--- src/rtl/uart_pkg.sv ---
// Shared UART types and constants: transmit FSM states and 8N1 framing values.
// No logic; imported by the transmit arbiter and its sub-blocks.
package uart_pkg;

   localparam int   UART_DATA_BITS = 8;
   localparam logic UART_IDLE_LVL  = 1'b1;

   typedef enum logic [2:0] {
      IDLE,
      ARM,
      START,
      DATA,
      STOP
   } uart_state_e;

endpackage

--- src/rtl/rr_arbiter.sv ---
// Combinational rotating-priority grant: first asserted request after ptr, wrapping.
// Zero latency; no state, the caller owns the pointer and decides when it advances.
module rr_arbiter #(
   parameter  int NREQ = 4,
   localparam int IW   = $clog2(NREQ)
) (
   input  logic [NREQ-1:0] req,
   input  logic [IW-1:0]   ptr,
   output logic [NREQ-1:0] gnt,
   output logic [IW-1:0]   gnt_idx,
   output logic            gnt_vld
);

   logic [IW-1:0] cand;

   always_comb begin
      gnt     = '0;
      gnt_idx = '0;
      gnt_vld = 1'b0;
      cand    = '0;
      for (int off = 1; off <= NREQ; off++) begin
         cand = IW'((int'(ptr) + off) % NREQ);
         if (!gnt_vld && req[cand]) begin
            gnt[cand] = 1'b1;
            gnt_idx   = cand;
            gnt_vld   = 1'b1;
         end
      end
   end

endmodule

--- src/rtl/uart_tx_arbiter.sv ---
// Round-robin sharing of one 8N1 UART transmit line; start bit one strobe after the IDLE handshake.
// Back-pressure via one-hot req_ready, open only in IDLE or on the STOP-bit strobe.
module uart_tx_arbiter
   import uart_pkg::*;
#(
   parameter int NREQ      = 4,
   parameter int DATA_BITS = UART_DATA_BITS
) (
   input  logic                      clk,
   input  logic                      rst_n,
   input  logic                      clk_bps,
   input  logic [NREQ-1:0]           req_valid,
   input  logic [NREQ*DATA_BITS-1:0] req_data,
   output logic [NREQ-1:0]           req_ready,
   output logic                      txd,
   output logic                      busy,
   output logic [$clog2(NREQ)-1:0]   grant_id
);

   localparam int         IW       = $clog2(NREQ);
   localparam logic [2:0] LAST_BIT = 3'(DATA_BITS - 1);

   uart_state_e          state_q,  state_d;
   logic [DATA_BITS-1:0] shreg_q,  shreg_d;
   logic [2:0]           bitcnt_q, bitcnt_d;
   logic [IW-1:0]        ptr_q,    ptr_d;
   logic [IW-1:0]        gid_q,    gid_d;
   logic                 txd_q,    txd_d;

   logic [NREQ-1:0]      gnt;
   logic [IW-1:0]        gnt_idx;
   logic                 gnt_vld;
   logic                 hs_win;
   logic                 hs;
   logic [DATA_BITS-1:0] lane;

   rr_arbiter #(.NREQ(NREQ)) u_arb (
      .req     (req_valid),
      .ptr     (ptr_q),
      .gnt     (gnt),
      .gnt_idx (gnt_idx),
      .gnt_vld (gnt_vld)
   );

   // Ready is held low during reset so nothing is accepted that the FSM would lose.
   assign hs_win    = rst_n & ((state_q == IDLE) | ((state_q == STOP) & clk_bps));
   assign req_ready = gnt & {NREQ{hs_win}};
   assign hs        = hs_win & gnt_vld;

   always_comb begin
      lane = '0;
      for (int i = 0; i < NREQ; i++) begin
         if (gnt[i]) lane = req_data[i*DATA_BITS +: DATA_BITS];
      end
   end

   always_comb begin
      state_d  = state_q;
      shreg_d  = shreg_q;
      bitcnt_d = bitcnt_q;
      ptr_d    = ptr_q;
      gid_d    = gid_q;
      txd_d    = txd_q;

      if (hs) begin
         shreg_d = lane;
         gid_d   = gnt_idx;
         ptr_d   = gnt_idx;
      end

      unique case (state_q)
         IDLE: begin
            txd_d = UART_IDLE_LVL;
            // A strobe coinciding with this handshake is deliberately not used.
            if (hs) state_d = ARM;
         end
         ARM: begin
            if (clk_bps) begin
               txd_d   = 1'b0;
               state_d = START;
            end
         end
         START: begin
            if (clk_bps) begin
               txd_d    = shreg_q[0];
               bitcnt_d = '0;
               state_d  = DATA;
            end
         end
         DATA: begin
            if (clk_bps) begin
               if (bitcnt_q == LAST_BIT) begin
                  txd_d   = UART_IDLE_LVL;
                  state_d = STOP;
               end else begin
                  shreg_d  = shreg_q >> 1;
                  txd_d    = shreg_q[1];
                  bitcnt_d = bitcnt_q + 3'd1;
               end
            end
         end
         STOP: begin
            if (clk_bps) begin
               if (hs) begin
                  txd_d   = 1'b0;
                  state_d = START;
               end else begin
                  state_d = IDLE;
               end
            end
         end
         default: begin
            state_d = IDLE;
            txd_d   = UART_IDLE_LVL;
         end
      endcase
   end

   always_ff @(posedge clk or negedge rst_n) begin
      if (!rst_n) begin
         state_q  <= IDLE;
         shreg_q  <= '0;
         bitcnt_q <= '0;
         ptr_q    <= IW'(NREQ - 1);
         gid_q    <= '0;
         txd_q    <= UART_IDLE_LVL;
      end else begin
         state_q  <= state_d;
         shreg_q  <= shreg_d;
         bitcnt_q <= bitcnt_d;
         ptr_q    <= ptr_d;
         gid_q    <= gid_d;
         txd_q    <= txd_d;
      end
   end

   assign txd      = txd_q;
   assign busy     = (state_q != IDLE);
   assign grant_id = gid_q;

endmodule

--- config.mk ---
export PLATFORM = sky130hd
export DESIGN_NAME = uart_tx_arbiter
export DESIGN_NICKNAME = d
export VERILOG_FILES = /design/src/rtl/uart_pkg.sv /design/src/rtl/rr_arbiter.sv /design/src/rtl/uart_tx_arbiter.sv
export SDC_FILE = /design/constraint.sdc
export NUM_CORES = 1
export LEC_CHECK = 0
export BUFFER_PORTS_ARGS = -buffer_cell sky130_fd_sc_hd__buf_2
export CORE_UTILIZATION = 50
export CTS_BUF_LIST = sky130_fd_sc_hd__clkbuf_4
export CTS_CLUSTER_DIAMETER = 60
export DETAILED_ROUTE_END_ITERATION = 10
export MAX_ROUTING_LAYER = met4
export PLACE_DENSITY = 0.89
export SLEW_MARGIN = 20
export SYNTH_ARGS = -nofsm -noshare
export SYNTH_HDL_FRONTEND = slang
export SYNTH_SLANG_ARGS = --single-unit
export TNS_END_PERCENT = 5
--- constraint.sdc ---
create_clock -name clk -period 7.75 [get_ports clk]
set_input_delay 1.1625 -clock clk [delete_from_list [all_inputs] [get_ports clk]]
set_output_delay 1.1625 -clock clk [all_outputs]
set_load 0.005 [all_outputs]
* After elaboration in Yosys (flattened, before gate mapping)
Cells that the tools add are included.
** Storage, ports and cells
- Logic and storage cells :: 111
- Bits of input ports :: 39
- Output and inout bits :: 8
- Flip-flop bits (word level) :: 19
** Cells by class
- Add/subtract/negate cells :: 5
- Eq/ne operators :: 13
- Muxes and demuxes :: 55
- $lt $le $gt $ge :: 8
- Reduce and logical (&&, ||, !) cells :: 16
- Bitwise operators :: 8
** Operator list (number)
- 8-bit two-way mux :: 8
- 3-bit two-way mux :: 9
- 1-bit two-way mux :: 18
- 4-bit two-way mux :: 4
- 2-bit != test, second input constant :: 8
- 3-bit case mux with 5 select lines :: 1
- 2-bit by 3-bit < comparator with 1-bit output, second input constant :: 4
- 4-bit OR :: 3
- 2-bit two-way mux :: 5
- 1-bit binary-select mux with 2-bit select :: 4
- 1-bit demux with 2-bit select :: 4
- 2-bit by 1-bit greater-or-equal comparator with 1-bit output, second input constant :: 4
- 1-bit logical AND :: 7
- 3-bit by 2-bit == test with 1-bit output, second input constant :: 2
- 3-bit == test, second input constant :: 2
- 3-bit case mux with 2 select lines :: 1
- 6-bit AND reduction :: 1
- 5-bit AND reduction :: 1
- 2-bit by 1-bit adder with 2-bit output, second input constant :: 2
- 2-bit adder, second input constant :: 2
- 4-bit bitwise AND :: 1
- 1-bit case mux with 4 select lines :: 1
- 4-bit AND reduction :: 1
- 3-bit by 1-bit adder with 3-bit output, second input constant :: 1
- 7 further kinds :: 11

* Depth between registers and ports, before layout
- Depth in word-level cells :: 21
- Mapped depth :: 10
- Mapped depth without buffers :: 8

* Hierarchy
A second synthesis with hierarchy kept.
** Unflattened totals
- Cells, all modules :: 213
- Area total of the unflattened synthesis :: 1784.2 sq um
** Modules (own cells, without submodules)
- uart_tx_arbiter :: instances 1, area each 1258.7 sq um, cells an instance 145, seq. area each 479.2 sq um
- rr_arbiter :: instances 1, area each 525.5 sq um, cells an instance 68, seq. area each 0.0 sq um

* Worst setup path before layout
OpenSTA, ideal clock, no wires.
- Path type :: input-to-output
- From :: input req_valid[2]
- To :: output req_ready[2]
- Stages :: 6
- Setup slack :: 3996 ps
- Required time :: 6588 ps
- Buffers on the path :: 1
- Arrival :: 2592 ps
- Cells stage by stage :: mux4_2 nor4b_4 nand2_1 and2_1 buf_2 nor2_1
** Between the ends
- Word-level cells in the longest chain between the ends :: 13
- Elaborated cells on any way between the ends :: 25
- Those cells by class :: 15 x mux; 4 x bitwise; 6 x reduce/logical
** RTL lines
- from (decl) :: line uart_tx_arbiter.sv:12 : input logic [NREQ-1:0] req_valid,
- 1-bit binary-select mux with 2-bit select :: line rr_arbiter.sv:23 : if (!gnt_vld && req[cand]) begin
- 1-bit two-way mux (not written as such) :: line rr_arbiter.sv:23
- 1-bit two-way mux :: line rr_arbiter.sv:23
- 1-bit logical NOT :: line rr_arbiter.sv:23
- 1-bit logical AND :: line rr_arbiter.sv:23
- 1-bit two-way mux :: line rr_arbiter.sv:23
- 1-bit logical NOT :: line rr_arbiter.sv:23
- 1-bit logical AND :: line rr_arbiter.sv:23
- 1-bit two-way mux :: line rr_arbiter.sv:23
- 1-bit logical NOT :: line rr_arbiter.sv:23
- 1-bit logical AND :: line rr_arbiter.sv:23
- 4-bit two-way mux * :: line rr_arbiter.sv:23
- 4-bit bitwise AND * :: line uart_tx_arbiter.sv:47 : assign req_ready = gnt & {NREQ{hs_win}};
- to (decl) :: line uart_tx_arbiter.sv:14 : output logic [NREQ-1:0] req_ready,
Mark *: on every way between the ends. The rest lies on a longest branch, timed or not. The select of a mux whose other input is x is not followed.

* Final worst setup path
- From :: register ptr_q[0]
- To :: output req_ready[2]
** Between the ends
- Word-level cells in the longest chain between the ends :: 14
- Elaborated cells on any way between the ends :: 49
- Those cells by class :: 4 x add/sub; 8 x order compare; 23 x mux; 4 x bitwise; 10 x reduce/logical
** RTL lines
- from (decl) :: line uart_tx_arbiter.sv:26 : logic [IW-1:0] ptr_q, ptr_d;
- from (signal assigned) :: line uart_tx_arbiter.sv:124 : ptr_q <= IW'(NREQ - 1);
- from (signal assigned) :: line uart_tx_arbiter.sv:131 : ptr_q <= ptr_d;
- parallel branches: the longest is 12 deep, another holds 2-bit by 3-bit < comparator with 1-bit output
- 4-bit two-way mux * :: line rr_arbiter.sv:23
- 4-bit bitwise AND * :: line uart_tx_arbiter.sv:47
Every way passes the cells marked *. The select of a mux whose other input is x is not followed.

==> run metrics <==
DR vias=1670; grt ovf=0; 1st-pass router iterations=4; post-synthesis average cell area=9.08 um2; Main synth FF type=dfrtp_1; Max Fclk=230 MHz; unrepaired setup endpoints after global routing=no; Pwr Density=386 mW/mm2; hpwl dp=3140 um; Cell Area, Synth=0.00168 mm2; clock sinks=19; area of the multi-input gates=0.00111 mm2; n_diodes=0; Core Region=0.00313 mm2; global placement routability congestion=0.938; Final ANT Viol Nets=0; DRT iter0 DRCs=129; via density per instance=6.28; Fin Setup TNS=0 ns; CTS max path bufs=2; most used routing layer=met2; Filler Cell Count=296; Reg area=479 um2; met2 usage=39.7%; Final min period=4.35 ns; initial antenna violation count=0; hold path depth=1; hold crit path type=reg -> reg; final setup vio count=0; nets=272; first-pass GRT wire length=6580 um; total CTS buffers=3; layout cells sized above 1=28.4%; hold buffers post-CTS=0; initial core utilization=53.7%; post-synthesis sequential area ratio=28.5%; Die W=60.0 um; Clock Latency Late Sink=0.29 ns; largest cells by area after synthesis=dfrtp_1 24%, ha_1 7.4%, mux4_2 5.4%; number of setup buffers added after CTS=0; I/O pin total=47; Routed WL per cell=15.4 um; EDFF count, synth=0; status=completed; Tcrit/Tclk final=56.2%; Slew Viols, Final=0; row count=20; vias in the first global route=1499; Netlist cell types=44; hold wc startpoint=grant_id[1]$_DFFE_PN0P_; Synth area leader=dfrtp_1; Crit Path Max Fanout=13; CTS H-tree lvls=1; Reg-to-Reg End=shreg_q[0]$_DFF_PN0_; Worst Setup Start Kind=flop; full die area=0.00360 mm2; Port-buffer cells=46; Critical Path End Type=primary output; Leakage=0.837 nW; # Max-Cap Violations=0; Yosys warnings=0; final core occ=61.6%; Worst Skew=0.00521 ns; worst slew pin tran=0.721 ns; Die Span Y=60.0 um; aggregate routed wire length=4100 um; Post-CTS Resized=0; GRT Total Usage=24.6%; Clock Pin Slew Worst Setup and Hold Paths=0.10 ns; R2R Setup Slk=4.27 ns; WS Path Type=reg -> out; synthesis-stage register bit count=19; met3 usage=3.25%; Worst Hold End=grant_id[1]$_DFFE_PN0P_; Synthesized Nets=234; largest net degree at the start of global routing=21; TritonCTS clock tree=done; VDD IR-drop max=0.223 mV; Clk Tree Root Cell=clkbuf_4; async set-or-reset flop fraction in the synthesized netlist=100%; CP arrival=3.19 ns; Worst Path Required=6.59 ns; DRC Markers=0; R2R Path Start=ptr_q[0]$_DFFE_PN1P_; global routing usage on met1=32.5%; Synth Instances=185; post-synth top area share=23.8%; Rel. slew slack=51.9%; Layout area overhead=14.7%; R2R cell count=8; final-report hold violation count=0
cells in the final DEF (no fill, tap or decap), types with 4 or more instances in the layout:
cell type,count
o21ai_0,6
a31oi_1,4
nand3_1,4
a21oi_1,13
o32ai_1,7
nor2_1,22
nand3b_1,4
clkbuf_4,4
ha_1,10
inv_1,7
buf_2,46
a211oi_1,7
o2111a_1,7
mux4_2,4
nand2_1,12
a221oi_1,9
dfrtp_1,16
metal layers:
metal	part of all wire (%)	vias up
li1	-	798
met1	44	781
met2	48	87
met3	6.7	4
met4	0.85	0
met5	0	-
how the worst max path moves through the flow:
stage	startpoint	end	slack, ns
final	ptr_q[0]$_DFFE_PN1P_	req_ready[2]	3.40
after global routing	ptr_q[0]$_DFFE_PN1P_	req_ready[2]	3.15
after CTS	ptr_q[0]$_DFFE_PN1P_	req_ready[2]	3.38
after detailed placement	req_valid[2]	req_ready[2]	3.64
after global placement	req_valid[2]	req_ready[0]	3.69
after floorplan	req_valid[2]	req_ready[2]	4.00
flip-flops by register name, indices dropped and copies added, names as in the netlist:
register / flops
shreg_q: 8
bitcnt_q: 3
state_q: 3
grant_id: 2
ptr_q: 2
txd: 1
per-stage QoR:
stage | setup slack [ns] | cell area [um2] | hold WS (ns) | power [mW] | cells
after CTS | 3.38 | 1930 | 0.502 | 0.743 | 266
after global routing | 3.15 | 1930 | 0.519 | 0.812 | 266
after global placement | 3.69 | 1900 | 0.476 | 0.672 | 262
after floorplan | 4.00 | 1680 | 0.473 | 0.591 | 185
final | 3.40 | 1930 | 0.494 | 0.745 | 266
after detailed placement | 3.64 | 1900 | 0.478 | 0.687 | 262
final cells by class:
type / count / area share (%)
Clock buffer: 4 / 1.56
Inverter: 7 / 1.36
Multi-Input combinational cell: 146 / 57.4
Sequential cell: 19 / 24.9
Tap cell: 44 / 2.86
Timing Repair Buffer: 46 / 11.9
logic make-up after synthesis:
logic type,share of synthesized area [%]
compound gates,34.5
simple gates,16.2
buf+inv,5.66
flops,28.5
fa+ha+maj,7.45
mux,6.70
xor+xnor,1.04
report_power, final:
part | internal (mW) | switching [mW]
sequential | 0.145 | 0.0498
clock | 0.0235 | 0.0302
combinational | 0.209 | 0.286
total | 0.378 | 0.366
worst max-delay path, cell delays in order (launching register included):
cell     delay, ns
dfstp_2       0.72
inv_1         0.22
ha_1          0.44
mux4_2        0.46
nor4b_4       0.38
nand2_1       0.13
and2_1        0.28
nor2_1        0.14
buf_2         0.13
cell usage after synthesis (4+ instances only):
| library cell | instances |
|---|---|
| a211oi_1 | 7 |
| dfrtp_1 | 16 |
| o21ai_0 | 6 |
| inv_1 | 7 |
| o32ai_1 | 7 |
| nand2_1 | 12 |
| a31oi_1 | 4 |
| a221oi_1 | 9 |
| nand3b_1 | 4 |
| clkbuf_1 | 7 |
| mux4_2 | 4 |
| nand3_1 | 4 |
| buf_2 | 4 |
| a21oi_1 | 13 |
| nor2_1 | 22 |
| o2111a_1 | 7 |
| ha_1 | 10 |
(Power assumes the default switching activity.)
